**src/rtl/row_dwt97_lift_pair.sv**
```systemverilog
// One predict+update lifting pair of the row 9/7 DWT, symmetric row ends.
// Lanes share control; output pairs are row-aligned (no priming outputs).
module row_dwt97_lift_pair #(
    parameter int DataWidth   = 16,
    parameter int Point       = 10,
    parameter int CoefWidth   = 18,
    parameter int PredictCoef = -1624,
    parameter int UpdateCoef  = -54,
    parameter int Lanes       = 1
) (
    input  logic                         clk_i,
    input  logic                         rst_ni,
    output logic                         s_ready_o,
    input  logic                         s_valid_i,
    input  logic                         s_sof_i,
    input  logic                         s_eol_i,
    input  logic [Lanes*2*DataWidth-1:0] s_data_i,
    input  logic                         m_ready_i,
    output logic                         m_valid_o,
    output logic                         m_sof_o,
    output logic                         m_eol_o,
    output logic [Lanes*2*DataWidth-1:0] m_data_o
);

    localparam int DW = DataWidth;
    localparam int SW = DW + 1;
    localparam int PW = SW + CoefWidth;
    localparam int LW = 2 * DW;

    localparam logic signed [CoefWidth-1:0] PCoef = CoefWidth'(PredictCoef);
    localparam logic signed [CoefWidth-1:0] UCoef = CoefWidth'(UpdateCoef);
    localparam logic signed [PW-1:0] Half = PW'(1) <<< (Point - 1);
    localparam logic signed [PW:0] MaxV = (PW + 1)'(2 ** (DW - 1) - 1);
    localparam logic signed [PW:0] MinV = -MaxV - 1;

    typedef enum logic [1:0] {
        EMPTY,
        HELD,
        FLUSH
    } state_e;

    function automatic logic signed [DW-1:0] lift(
        input logic signed [DW-1:0]        base,
        input logic signed [SW-1:0]        sum,
        input logic signed [CoefWidth-1:0] coef
    );
        logic signed [PW-1:0] prod;
        logic signed [PW:0]   acc;
        prod = PW'(sum) * PW'(coef);
        prod = (prod + Half) >>> Point;
        acc  = (PW + 1)'(base) + (PW + 1)'(prod);
        if (acc > MaxV) begin
            lift = MaxV[DW-1:0];
        end else if (acc < MinV) begin
            lift = MinV[DW-1:0];
        end else begin
            lift = acc[DW-1:0];
        end
    endfunction

    state_e                   state_q;
    logic [Lanes-1:0][DW-1:0] he_q;
    logic [Lanes-1:0][DW-1:0] ho_q;
    logic [Lanes-1:0][DW-1:0] yp_q;
    logic                     hsof_q;
    logic                     first_q;

    logic [Lanes-1:0][DW-1:0] en_c;
    logic [Lanes-1:0][DW-1:0] ym_c;
    logic [Lanes-1:0][DW-1:0] yo_c;
    logic [Lanes-1:0][DW-1:0] ye_c;
    logic                     out_free;
    logic                     s_fire;
    logic                     out_ld;

    assign out_free  = !m_valid_o || m_ready_i;
    assign s_ready_o = (state_q != FLUSH) && out_free;
    assign s_fire    = s_valid_i && s_ready_o;
    assign out_ld    = (state_q == HELD && s_fire)
                    || (state_q == FLUSH && out_free);

    // FLUSH mirrors e[N-1]; the first pair of a row mirrors its own y_odd.
    always_comb begin
        en_c = '0;
        ym_c = '0;
        yo_c = '0;
        ye_c = '0;
        for (int k = 0; k < Lanes; k++) begin
            en_c[k] = (state_q == FLUSH) ? he_q[k] : s_data_i[k*LW +: DW];
            yo_c[k] = lift($signed(ho_q[k]),
                           SW'($signed(he_q[k])) + SW'($signed(en_c[k])),
                           PCoef);
            ym_c[k] = first_q ? yo_c[k] : yp_q[k];
            ye_c[k] = lift($signed(he_q[k]),
                           SW'($signed(ym_c[k])) + SW'($signed(yo_c[k])),
                           UCoef);
        end
    end

    always_ff @(posedge clk_i or negedge rst_ni) begin
        if (!rst_ni) begin
            state_q   <= EMPTY;
            he_q      <= '0;
            ho_q      <= '0;
            yp_q      <= '0;
            hsof_q    <= 1'b0;
            first_q   <= 1'b0;
            m_valid_o <= 1'b0;
            m_sof_o   <= 1'b0;
            m_eol_o   <= 1'b0;
            m_data_o  <= '0;
        end else begin
            if (out_ld) begin
                m_valid_o <= 1'b1;
                m_sof_o   <= hsof_q && first_q;
                m_eol_o   <= (state_q == FLUSH);
                for (int k = 0; k < Lanes; k++) begin
                    m_data_o[k*LW +: LW] <= {yo_c[k], ye_c[k]};
                end
            end else if (m_ready_i) begin
                m_valid_o <= 1'b0;
            end
            if (s_fire) begin
                for (int k = 0; k < Lanes; k++) begin
                    he_q[k] <= s_data_i[k*LW +: DW];
                    ho_q[k] <= s_data_i[k*LW+DW +: DW];
                end
                hsof_q  <= s_sof_i;
                first_q <= (state_q == EMPTY);
                if (state_q == HELD) begin
                    yp_q <= yo_c;
                end
                state_q <= s_eol_i ? FLUSH : HELD;
            end else if (state_q == FLUSH && out_ld) begin
                state_q <= EMPTY;
            end
        end
    end

endmodule
```
**config.mk**
```make
export PLATFORM = sky130hd
export DESIGN_NAME = row_dwt97_lift_pair
export DESIGN_NICKNAME = d
export VERILOG_FILES = /design/src/rtl/row_dwt97_lift_pair.sv
export SDC_FILE = /design/constraint.sdc
export NUM_CORES = 1
export LEC_CHECK = 0
export ABC_CLOCK_PERIOD_IN_PS = 54200
export CAP_MARGIN = 30
export CORE_MARGIN = 3
export CORE_UTILIZATION = 65
export DETAILED_ROUTE_END_ITERATION = 7
export GPL_TIMING_DRIVEN = 0
export HOLD_SLACK_MARGIN = 0.15
export MAX_ROUTING_LAYER = met4
export PLACE_DENSITY_LB_ADDON = 0.2
export SLEW_MARGIN = 20
export SYNTH_ARGS = -nofsm -noshare
export SYNTH_HDL_FRONTEND = slang
export SYNTH_SLANG_ARGS = --single-unit
```
**constraint.sdc**
```tcl
create_clock -name clk_i -period 54.2 [get_ports clk_i]
set_input_delay 10.84 -clock clk_i [delete_from_list [all_inputs] [get_ports clk_i]]
set_output_delay 10.84 -clock clk_i [all_outputs]
set_load 0.005 [all_outputs]
```
Word level (Yosys, flattened, before mapping) --
Index checks and enable logic that the tools add are counted.
Word-level totals: input port bits 38, register bits 87, output and inout port bits 36, word-level logic and storage cells 49
Cells by class: magnitude comparators 4, add/sub/neg operators 6, multiply operators 2, reduce and logical (&&, ||, !) cells 13, equal/unequal tests 3, multiplexer cells 11
Operators by type and width (number):
- two-way mux 16 bit | 6
- adder 16 x 16 -> 17 bit | 2
- adder 29 x 11 -> 30 bit (second input constant) | 1
- multiplier 17 x 9 -> 26 bit (second input constant) | 1
- adder 24 x 11 -> 25 bit (second input constant) | 1
- multiplier 17 x 6 -> 23 bit (second input constant) | 1
- adder 16 x 20 -> 21 bit | 1
- greater-than comparator 21 x 16 -> 1 bit (second input constant) | 1
- less-than comparator 21 x 16 -> 1 bit (second input constant) | 1
- adder 16 x 15 -> 17 bit | 1
- greater-than comparator 17 x 16 -> 1 bit (second input constant) | 1
- less-than comparator 17 x 16 -> 1 bit (second input constant) | 1
- logical AND 1 bit | 6
- two-way mux 2 bit | 3
- nonzero test 2 bit | 2
- == test 2 x 1 -> 1 bit (second input constant) | 1
- == test 2 bit (second input constant) | 1
- logical NOT 2 bit | 1
- logical OR 1 bit | 2
- two-way mux 1 bit | 2
- != test 2 bit (second input constant) | 1
- AND reduction 2 bit | 1
- logical NOT 1 bit | 1

Depth between registers and ports, before layout --
Gate-level depths: netlist of run 1.
word-level depth 17, mapped depth 82, mapped depth without buffers 78

Least setup slack after synthesis of run 1 --
No wires, ideal clock.
path kind input to register, from input s_data_i[0], to register m_data_o[10], data required time 54.057 ns, path buffers 3, setup slack 27.085 ns, arrival 26.972 ns, stages on the path 76, library setup time 0.143 ns, cell sequence mux2_2 > ha_1 > fa_1 > a21o_1 > a21oi_1 > o21bai_1 > a21o_1 > a21oi_1 > o21ai_0 > o21ai_0 > a21oi_1 > nor2_1 > nor2_1 > ha_1 > inv_1 > fa_1 > inv_1 > fa_1 > [40 not listed] > ha_1 > a21oi_1 > nor2_1 > a21o_1 > o311ai_1 > a21oi_1 > xor2_1 > nand2_1 > nor4b_2 > xnor2_1 > ha_1 > nand2_1 > o41ai_1 > nand2_1 > a2111o_1 > nand2_1 > buf_2 > a22oi_1
On the way: word-level cells in the longest chain between the ends 16, elaborated cells on any way between the ends 18, those cells by class add/sub: 6; mul: 2; order compare: 4; mux: 6
RTL lines:
- start, declared | RTL line 17 | input logic [Lanes*2*DataWidth-1:0] s_data_i,
- two-way mux 16 bit (*) | RTL line 89 | en_c[k] = (state_q == FLUSH) ? he_q[k] : s_data_i[k*LW +: DW];
- adder 16 x 16 -> 17 bit (*) | RTL line 91 | SW'($signed(he_q[k])) + SW'($signed(en_c[k])),
- multiplier 17 x 9 -> 26 bit (*) | RTL line 49 | prod = PW'(sum) * PW'(coef);
- adder 29 x 11 -> 30 bit (*) | RTL line 50 | prod = (prod + Half) >>> Point;
- adder 16 x 20 -> 21 bit (*) | RTL line 51 | acc = (PW + 1)'(base) + (PW + 1)'(prod);
- less-than comparator 21 x 16 -> 1 bit | RTL line 54 | end else if (acc < MinV) begin
- two-way mux 16 bit | RTL line 54
- two-way mux 16 bit (*) | RTL line 52 | if (acc > MaxV) begin
- two-way mux 16 bit | RTL line 93 | ym_c[k] = first_q ? yo_c[k] : yp_q[k];
- adder 16 x 16 -> 17 bit (*) | RTL line 95 | SW'($signed(ym_c[k])) + SW'($signed(yo_c[k])),
- multiplier 17 x 6 -> 23 bit (*) | RTL line 49
- adder 24 x 11 -> 25 bit (*) | RTL line 50
- adder 16 x 15 -> 17 bit (*) | RTL line 51
- less-than comparator 17 x 16 -> 1 bit | RTL line 54
- two-way mux 16 bit | RTL line 54
- two-way mux 16 bit (*) | RTL line 52
- end signal, assigned by index | RTL line 118 | m_data_o[k*LW +: LW] <= {yo_c[k], ye_c[k]};
- end, declared | RTL line 22 | output logic [Lanes*2*DataWidth-1:0] m_data_o
Mark *: on every way between the ends. The rest lies on a longest branch, timed or not. A chain may end at the register's enable or synchronous reset.

Worst setup path after layout of run 1 --
from input s_data_i[0], to register m_data_o[3]
Same word-level chain as after synthesis.

==> impl_metrics.ini, run 1 <==
[cells_and_area]
count_of_antenna_diodes_in_the_layout = 0
areaGrowthSynthToFinish_pct = 11.0
design.final.nets = 1774
final_cells = 1684
fillCellCount = 1361
post_route_cells_drive_above_1_share_pct = 7.49

[setup_path]
path_buf_inv = 6
timing.critical_path.max_delay_family = compound AO/OA/AOI/OAI gates
timing.critical_path.slowest_stage_cell = o41ai_1
arrival_ns = 30.13
cp_common_cell = ha_1
worst_setup_path_end_kind = register
crit_type = input port to register
critical_path_required_ns = 54.41
critical_path_source_type = input port
timing.critical_path.slowest_cell_delay_ns = 0.67
crit_fanout = 10

[global_routing]
grt_pass1_wl_mm = 48.8
antenna_violations_before_repair = 0
grt_start_max_net_pins = 45
globalRoute.totalOverflow = 0
first_global_vias = 10300
grtUsageTotal_pct = 30.0

[clock_network]
cts_post_setup_buffers_inserted = 0
number_of_buffers_added_by_the_clock_tree_synthesis_step = 9
cts.htree.levels = 3
clock_sinks = 87
clk_pin_slew_worst_paths_ns = 0.08
clock-root-buffer = clkbuf_16
clk-insertion-delay-late_ns = 0.36
ctsLongestPathBuffers = 2
cts_hold_repair.buffers = 0
cts_resized = 0
cts_tree = done

[synth]
synth.yosys.seq_area_share_pct = 17.7
post_synth_instance_area_um2 = 12300
syn_inst = 1365
synth.net_count = 1689
postSynth.asyncResetShare_pct = 100
synth_top_cells_by_area = ha_1 23%, dfrtp_1 18%, fa_1 10%, xnor2_1 6.3%, mux2_2 5.5%
edff_count_synth = 0
synthDistinctLibCells = 74
synth_flop_cell = dfrtp_1
synth_seq_cells = 87
synth_area_leader_cell = ha_1
postSynthAreaPerCell_um2 = 9.01
yosysWarnings = 0
yosys.area.top_type_share_pct = 22.7

[floorplan]
initial_utilization_pct = 67.3
fp-row-count = 49
die_h_um = 144
boundaryPins = 74
design.die.area_um2 = 20600
die_x_um = 144
core_um2 = 18300

[timing]
setup-violations-final = 0
timing.fmax_ghz = 0.0334
slew_headroom_pct = 41.3
hold_viol_final = 0
finalCriticalPeriod_ns = 29.92
timing_worst_slew_pin_value_ns = 0.874
slew_violations = 0
grt_setup_unrepaired = no
period_share_pct = 55.2
clock_skew_ns = 0.0114
tns_ns = 0
hold_slack_ns = 0.476

[placement]
routabilityCongestion = 0.938
placed_cells = 1668
placement.io_buffers = 73
hpwl_mm = 23.6

[drt]
total_number_of_vias = 10200
detail_route.wirelength_mm = 28.9
firstDrtPassIters = 5
detail_route.vias_per_cell = 6.03
post-route-drc-count = 0
average_routed_wire_per_standard_cell_um = 17.1
drt.antenna.violating_nets = 0
detailedRoute.firstIterationViolations = 599

[worst_hold_path]
worst_hold_path_type = register to register

[outcome]
run_status = complete, no violations

[flow_run]
maxCapViolations = 0
registers in the layout (all words and copies together) (netlist names):
name	cells
ho_q	16
m_data_o	32
he_q	16
m_sof_o	1
state_q	2
first_q	1
hsof_q	1
m_valid_o	1
m_eol_o	1
yp_q	16
placed cells by master (no fill, tap or decap), types with 26 or more instances in the layout:
cell type,count
dfrtp_1,87
mux2_2,60
a21o_1,33
ha_1,223
fa_1,63
inv_1,149
o21ai_0,33
xor2_1,41
clkdlybuf4s50_1,72
xnor2_1,89
nand2_1,92
a21oi_1,84
nand3_1,26
nor2_1,82
worst register-to-register path: cells and delay by family (launching register included):
family,cells,cell delay (ns)
compound gates,32,7.77
xor+xnor,5,1.23
fa+ha+maj,15,5.52
buf+inv,7,2.09
flops,1,0.39
mux,1,0.41
simple gates,15,2.97
final cells by class:
cell class,instances,area (um2),area share [%]
inverters,153,574,4.21
repair buffers,74,759,5.56
clock inverters,7,81.3,0.596
multi-input cells,1096,9430,69.1
plain buffers,29,113,0.825
flip-flops and latches,87,2180,16.0
clock buffers,9,225,1.65
well taps,229,287,2.10
logic make-up after synthesis:
group           count (synthesis)  synth area share, %
simple gates                  318                 12.6
xor+xnor                      131                 9.39
flops                          87                 17.7
compound gates                298                 16.0
buf+inv                       182                 5.59
mux                            62                 5.66
fa+ha+maj                     287                 33.0
Yosys cell counts, drive strengths merged, types with 4 or more instances:
| master | count |
|---|---|
| ha | 223 |
| inv | 153 |
| nand2 | 92 |
| xnor2 | 89 |
| dfrtp | 87 |
| a21oi | 86 |
| nor2 | 82 |
| fa | 63 |
| mux2 | 60 |
| o21ai | 53 |
| xor2 | 42 |
| a21o | 33 |
| nand3 | 26 |
| clkbuf | 22 |
| nor3 | 21 |
| o22ai | 18 |
| a22oi | 16 |
| and3 | 14 |
| nor2b | 14 |
| nand2b | 13 |
| o21a | 11 |
| a211oi | 10 |
| nand4 | 9 |
| or3 | 9 |
| nor4 | 8 |
| a31oi | 7 |
| buf | 7 |
| o211ai | 7 |
| o21bai | 7 |
| or2 | 7 |
| and2 | 6 |
| a31o | 5 |
| nand3b | 5 |
| a221oi | 4 |
| and4 | 4 |
| o221ai | 4 |
| o31a | 4 |
| o31ai | 4 |
| o41ai | 4 |
per-layer routing:
metal | wire, um | global-route usage, %
met2 | 14300 | 51.6
met1 | 12900 | 38.7
met5 | 0 | -
met3 | 1340 | 3.59
met4 | 360 | 5.75
stage by stage:
step / util (%) / setup slack, ns / area (um2)
2_1_floorplan: - / 27.08 / 12300
3_3_place_gp: 72.9 / 24.52 / 13300
3_5_place_dp: 73.0 / 24.34 / 13300
4_1_cts: 74.7 / 24.49 / 13600
5_1_grt: 74.7 / 22.78 / 13600
6_report: 74.7 / 24.28 / 13600
path summary, 6_finish.rpt:
path,from,endpoint,slack [ns],cells past startpoint
worst max-delay path,s_data_i[0],m_data_o[3]$_DFFE_PN0P_,24.28,75
worst min-delay path,m_sof_o$_DFFE_PN0P_,m_sof_o$_DFFE_PN0P_,0.48,2
worst max register to register,state_q[1]$_DFFE_PN0P_,m_data_o[3]$_DFFE_PN0P_,33.66,75
worst min register to register,m_sof_o$_DFFE_PN0P_,m_sof_o$_DFFE_PN0P_,0.48,2
max in group asynchronous,rst_ni,he_q[13]$_DFFE_PN0P_,43.20,2
min in group asynchronous,rst_ni,ho_q[5]$_DFFE_PN0P_,10.40,1
Power of run 1 is left out: the tool's default activity adds up to more than one toggle a clock period on the data nets, which glitch-free logic cannot reach.
==> inputs of run 2 (changes only) <==
Settings changed: ABC_CLOCK_PERIOD_IN_PS 54200 to 25100, CORE_UTILIZATION 65 to 56.
Clock period 54.2 ns to 25.1 ns, I/O delays scaled along.
==> impl_metrics.ini, run 2 (synthesized netlist as in run 1, its figures left out) <==
[outcome]
run_status = complete, no violations

[global_routing]
first_global_vias = 10200
grt_pass1_wl_mm = 48.3
grt_start_max_net_pins = 67
grtUsageTotal_pct = 25.2
antenna_violations_before_repair = 0
globalRoute.totalOverflow = 0

[setup_path]
path_buf_inv = 6
timing.critical_path.max_delay_family = compound AO/OA/AOI/OAI gates
crit_type = input port to register
critical_path_source_type = input port
crit_fanout = 10
startpoint = s_data_i[0]
arrival_ns = 23.94
worst_setup_path_end_kind = register
critical_path_required_ns = 25.32
rr_startpoint = state_q[0]$_DFFE_PN0P_
timing.critical_path.slowest_cell_delay_ns = 0.56
cp_common_cell = ha_1
timing.critical_path.slowest_stage_cell = o41ai_1

[timing]
slew_violations = 0
grt_setup_unrepaired = no
slew_headroom_pct = 45.1
period_share_pct = 94.5
tns_ns = 0
hold_viol_final = 0
timing.fmax_ghz = 0.0422
hold_slack_ns = 0.478
setup-violations-final = 0
timing_worst_slew_pin_value_ns = 0.818
clock_skew_ns = 0.0122
finalWorstSetupSlack_ns = 1.38
finalCriticalPeriod_ns = 23.72

[cells_and_area]
areaGrowthSynthToFinish_pct = 11.5
post_route_cells_drive_above_1_share_pct = 7.70
layout_common_cells = 223 x ha_1, 149 x inv_1, 92 x nand2_1
count_of_antenna_diodes_in_the_layout = 0
largest_register_ffs = 32
design.final.nets = 1774
fin_util_pct = 64.4
reg_with_most_ffs = m_data_o
layout.cells.most_common = ha_1

[placement]
placement.io_buffers = 73
dp_worst_setup_slack_ns = 0.881
hpwl_mm = 24.1
routabilityCongestion = 0.887

[clock_network]
cts_hold_repair.buffers = 0
clock_sinks = 87
cts_tree = done
clock-root-buffer = clkbuf_16
cts_resized = 0
clk_pin_slew_worst_paths_ns = 0.07
cts_post_setup_buffers_inserted = 0
number_of_buffers_added_by_the_clock_tree_synthesis_step = 9
cts.htree.levels = 3
clk-insertion-delay-late_ns = 0.36
ctsLongestPathBuffers = 2

[worst_hold_path]
holdCritStartpoint = m_sof_o$_DFFE_PN0P_
worst_hold_path_type = register to register

[drt]
total_number_of_vias = 10000
drt.antenna.violating_nets = 0
average_routed_wire_per_standard_cell_um = 16.7
post-route-drc-count = 0
detailedRoute.firstIterationViolations = 463
detail_route.vias_per_cell = 5.80
firstDrtPassIters = 5
detail_route.wirelength_mm = 28.8

[floorplan]
boundaryPins = 74
design.die.area_um2 = 23800
fp-row-count = 53
die_h_um = 154
initial_utilization_pct = 57.8
die_x_um = 154
core_um2 = 21300

[flow_run]
maxCapViolations = 0
[run 2: cell type report]
| type | count | area, um2 |
|---|---|---|
| repair buffers | 74 | 759 |
| flip-flops and latches | 87 | 2180 |
| clock inverters | 7 | 78.8 |
| inverters | 153 | 574 |
| clock buffers | 9 | 225 |
| multi-input cells | 1096 | 9440 |
| plain buffers | 29 | 114 |
| well taps | 275 | 344 |
| fillers | 1833 | 7570 |
[run 2: worst min-delay path, delay by kind of cell, from the launching register on]
kind          cells  cell delay, ns
flops             1            0.35
simple gates      2            0.10
[run 2: worst paths after layout]
| kind | slack (ns) | end | cells after the start |
|---|---|---|---|
| hold reg to reg | 0.48 | m_sof_o$_DFFE_PN0P_ | 2 |
| min in group asynchronous | 4.51 | m_valid_o$_DFFE_PN0P_ | 1 |
| setup / recovery | 1.38 | m_data_o[12]$_DFFE_PN0P_ | 76 |
| hold / removal | 0.48 | m_sof_o$_DFFE_PN0P_ | 2 |
| max in group asynchronous | 19.98 | yp_q[5]$_DFFE_PN0P_ | 2 |
| setup reg to reg | 4.99 | m_data_o[12]$_DFFE_PN0P_ | 74 |
[run 2: per-layer routing]
metal,share of wire (%),routed length [um],GRT usage [%],vias to the layer above
met5,0,0,-,-
met4,1.8,516,5.63,0
met3,3.9,1120,3.41,47
met2,49,14300,42.6,170
met1,45,12900,32.4,4858
li1,-,-,-,4962
[run 2: per-stage QoR]
| step | std cells | area (um2) |
|---|---|---|
| 2_1_floorplan | 1365 | 12300 |
| 3_3_place_gp | 1713 | 13400 |
| 3_5_place_dp | 1714 | 13400 |
| 4_1_cts | 1730 | 13700 |
| 5_1_grt | 1730 | 13700 |
| 6_report | 1730 | 13700 |
Power of run 2 is left out for the same reason.
==> inputs of run 3 (changes only) <==
Settings changed: ABC_CLOCK_PERIOD_IN_PS 25100 to 29800, CORE_UTILIZATION 56 to 65, SLEW_MARGIN 20 to not set.
Clock period 25.1 ns to 29.8 ns, I/O delays scaled along.
==> impl_metrics.ini, run 3 (synthesized netlist as in run 1, its figures left out) <==
[cells_and_area]
count_of_antenna_diodes_in_the_layout = 0
fillCellCount = 1355
largest_register_ffs = 32
areaGrowthSynthToFinish_pct = 11.0
design.final.nets = 1774
post_route_cells_drive_above_1_share_pct = 7.49
layout_common_cells = 223 x ha_1, 149 x inv_1, 92 x nand2_1
reg_with_most_ffs = m_data_o
layout.cells.most_common = ha_1
final_cells = 1684

[setup_path]
critical_path_depth = 76
crit_fanout = 10
timing.critical_path.max_delay_family = compound AO/OA/AOI/OAI gates
critical_path_source_type = input port
cp_common_cell = ha_1
regToRegSetupSlack_ns = 9.29
crit-reg2reg-capture = m_data_o[3]$_DFFE_PN0P_
r2r.worst_path.cells = 75
arrival_ns = 25.14
worst_setup_path_end_kind = register
timing.critical_path.slowest_cell_delay_ns = 0.78
critical_path_required_ns = 30.01
timing.critical_path.slowest_stage_cell = o41ai_1
crit_type = input port to register
rr_startpoint = state_q[1]$_DFFE_PN0P_
path_buf_inv = 8

[floorplan]
die_x_um = 144
boundaryPins = 74
initial_utilization_pct = 67.3
design.die.area_um2 = 20600
fp-row-count = 49
die_h_um = 144
core_um2 = 18300

[drt]
average_routed_wire_per_standard_cell_um = 17.0
detail_route.vias_per_cell = 5.98
total_number_of_vias = 10100
detailedRoute.firstIterationViolations = 636
detail_route.wirelength_mm = 28.6
post-route-drc-count = 0
drt.antenna.violating_nets = 0
firstDrtPassIters = 5

[timing]
timing.fmax_ghz = 0.0401
finalWorstSetupSlack_ns = 4.87
timing_worst_slew_pin_value_ns = 0.837
finalCriticalPeriod_ns = 24.93
slew_headroom_pct = 43.8
period_share_pct = 83.7
hold_viol_final = 0
clock_skew_ns = 0.0133
slew_violations = 0
setup-violations-final = 0
tns_ns = 0
grt_setup_unrepaired = no

[placement]
hpwl_mm = 23.6
routabilityCongestion = 0.938
placed_cells = 1668
placement.io_buffers = 73
dp_worst_setup_slack_ns = 4.82

[clock_network]
cts.htree.levels = 3
cts_resized = 0
ctsLongestPathBuffers = 2
clk_pin_slew_worst_paths_ns = 0.08
cts_tree = done
clock_sinks = 87
clk-insertion-delay-late_ns = 0.36
cts_hold_repair.buffers = 0
cts_post_setup_buffers_inserted = 0
number_of_buffers_added_by_the_clock_tree_synthesis_step = 9
clock-root-buffer = clkbuf_16

[global_routing]
antenna_violations_before_repair = 0
grt_pass1_wl_mm = 48.0
globalRoute.totalOverflow = 0
grtUsageTotal_pct = 29.7
first_global_vias = 10100
grt_start_max_net_pins = 47

[worst_hold_path]
min_delay_path_depth = 2
worst_case_hold_path_end_point = m_sof_o$_DFFE_PN0P_
holdCritStartpoint = m_sof_o$_DFFE_PN0P_
worst_hold_path_type = register to register

[outcome]
run_status = complete, no violations

[flow_run]
maxCapViolations = 0
run 3: layout make-up:
type                    instances  area [um2]  share of cell area [%]
well taps                     229         287                    2.10
flip-flops and latches         87        2180                    16.0
repair buffers                 74         756                    5.54
clock inverters                 7        83.8                   0.614
multi-input cells            1096        9430                    69.1
inverters                     153         574                    4.21
plain buffers                  29         113                   0.825
clock buffers                   9         225                    1.65
run 3: metrics by stage:
step,instance area [um2],util (%),hold slack [ns]
2_1_floorplan,12300,-,0.451
3_3_place_gp,13300,72.9,0.455
3_5_place_dp,13300,73.0,0.463
4_1_cts,13600,74.7,0.480
5_1_grt,13600,74.7,0.512
6_report,13600,74.7,0.472
run 3: worst reg2reg max path, delay by kind of cell, from the launching register on:
family / cells / cell delay, ns
buf+inv: 9 / 2.34
simple gates: 16 / 3.32
mux: 1 / 0.41
fa+ha+maj: 16 / 5.51
compound gates: 29 / 7.36
flops: 1 / 0.38
xor+xnor: 4 / 1.05
run 3: layer usage:
layer / share of wire [%] / vias up / GRT usage, %
li1: - / 4981 / -
met1: 45 / 4871 / 38.5
met5: 0 / - / -
met4: 1.5 / 0 / 6.34
met3: 4.2 / 27 / 3.49
met2: 50 / 191 / 50.4
run 3: how the worst max path moves through the flow:
| stage | startpoint | endpoint | slack (ns) |
|---|---|---|---|
| 5_1_grt | s_data_i[0] | m_data_o[6]$_DFFE_PN0P_ | 3.15 |
| 6_report | s_data_i[0] | m_data_o[3]$_DFFE_PN0P_ | 4.87 |
| 3_5_place_dp | s_data_i[0] | m_data_o[7]$_DFFE_PN0P_ | 4.82 |
| 4_1_cts | s_data_i[0] | m_data_o[3]$_DFFE_PN0P_ | 5.03 |
| 3_3_place_gp | s_data_i[0] | m_data_o[3]$_DFFE_PN0P_ | 5.00 |
| 2_1_floorplan | s_data_i[0] | m_data_o[10]$_DFFE_PN0P_ | 7.56 |
Power of run 3 is left out for the same reason.
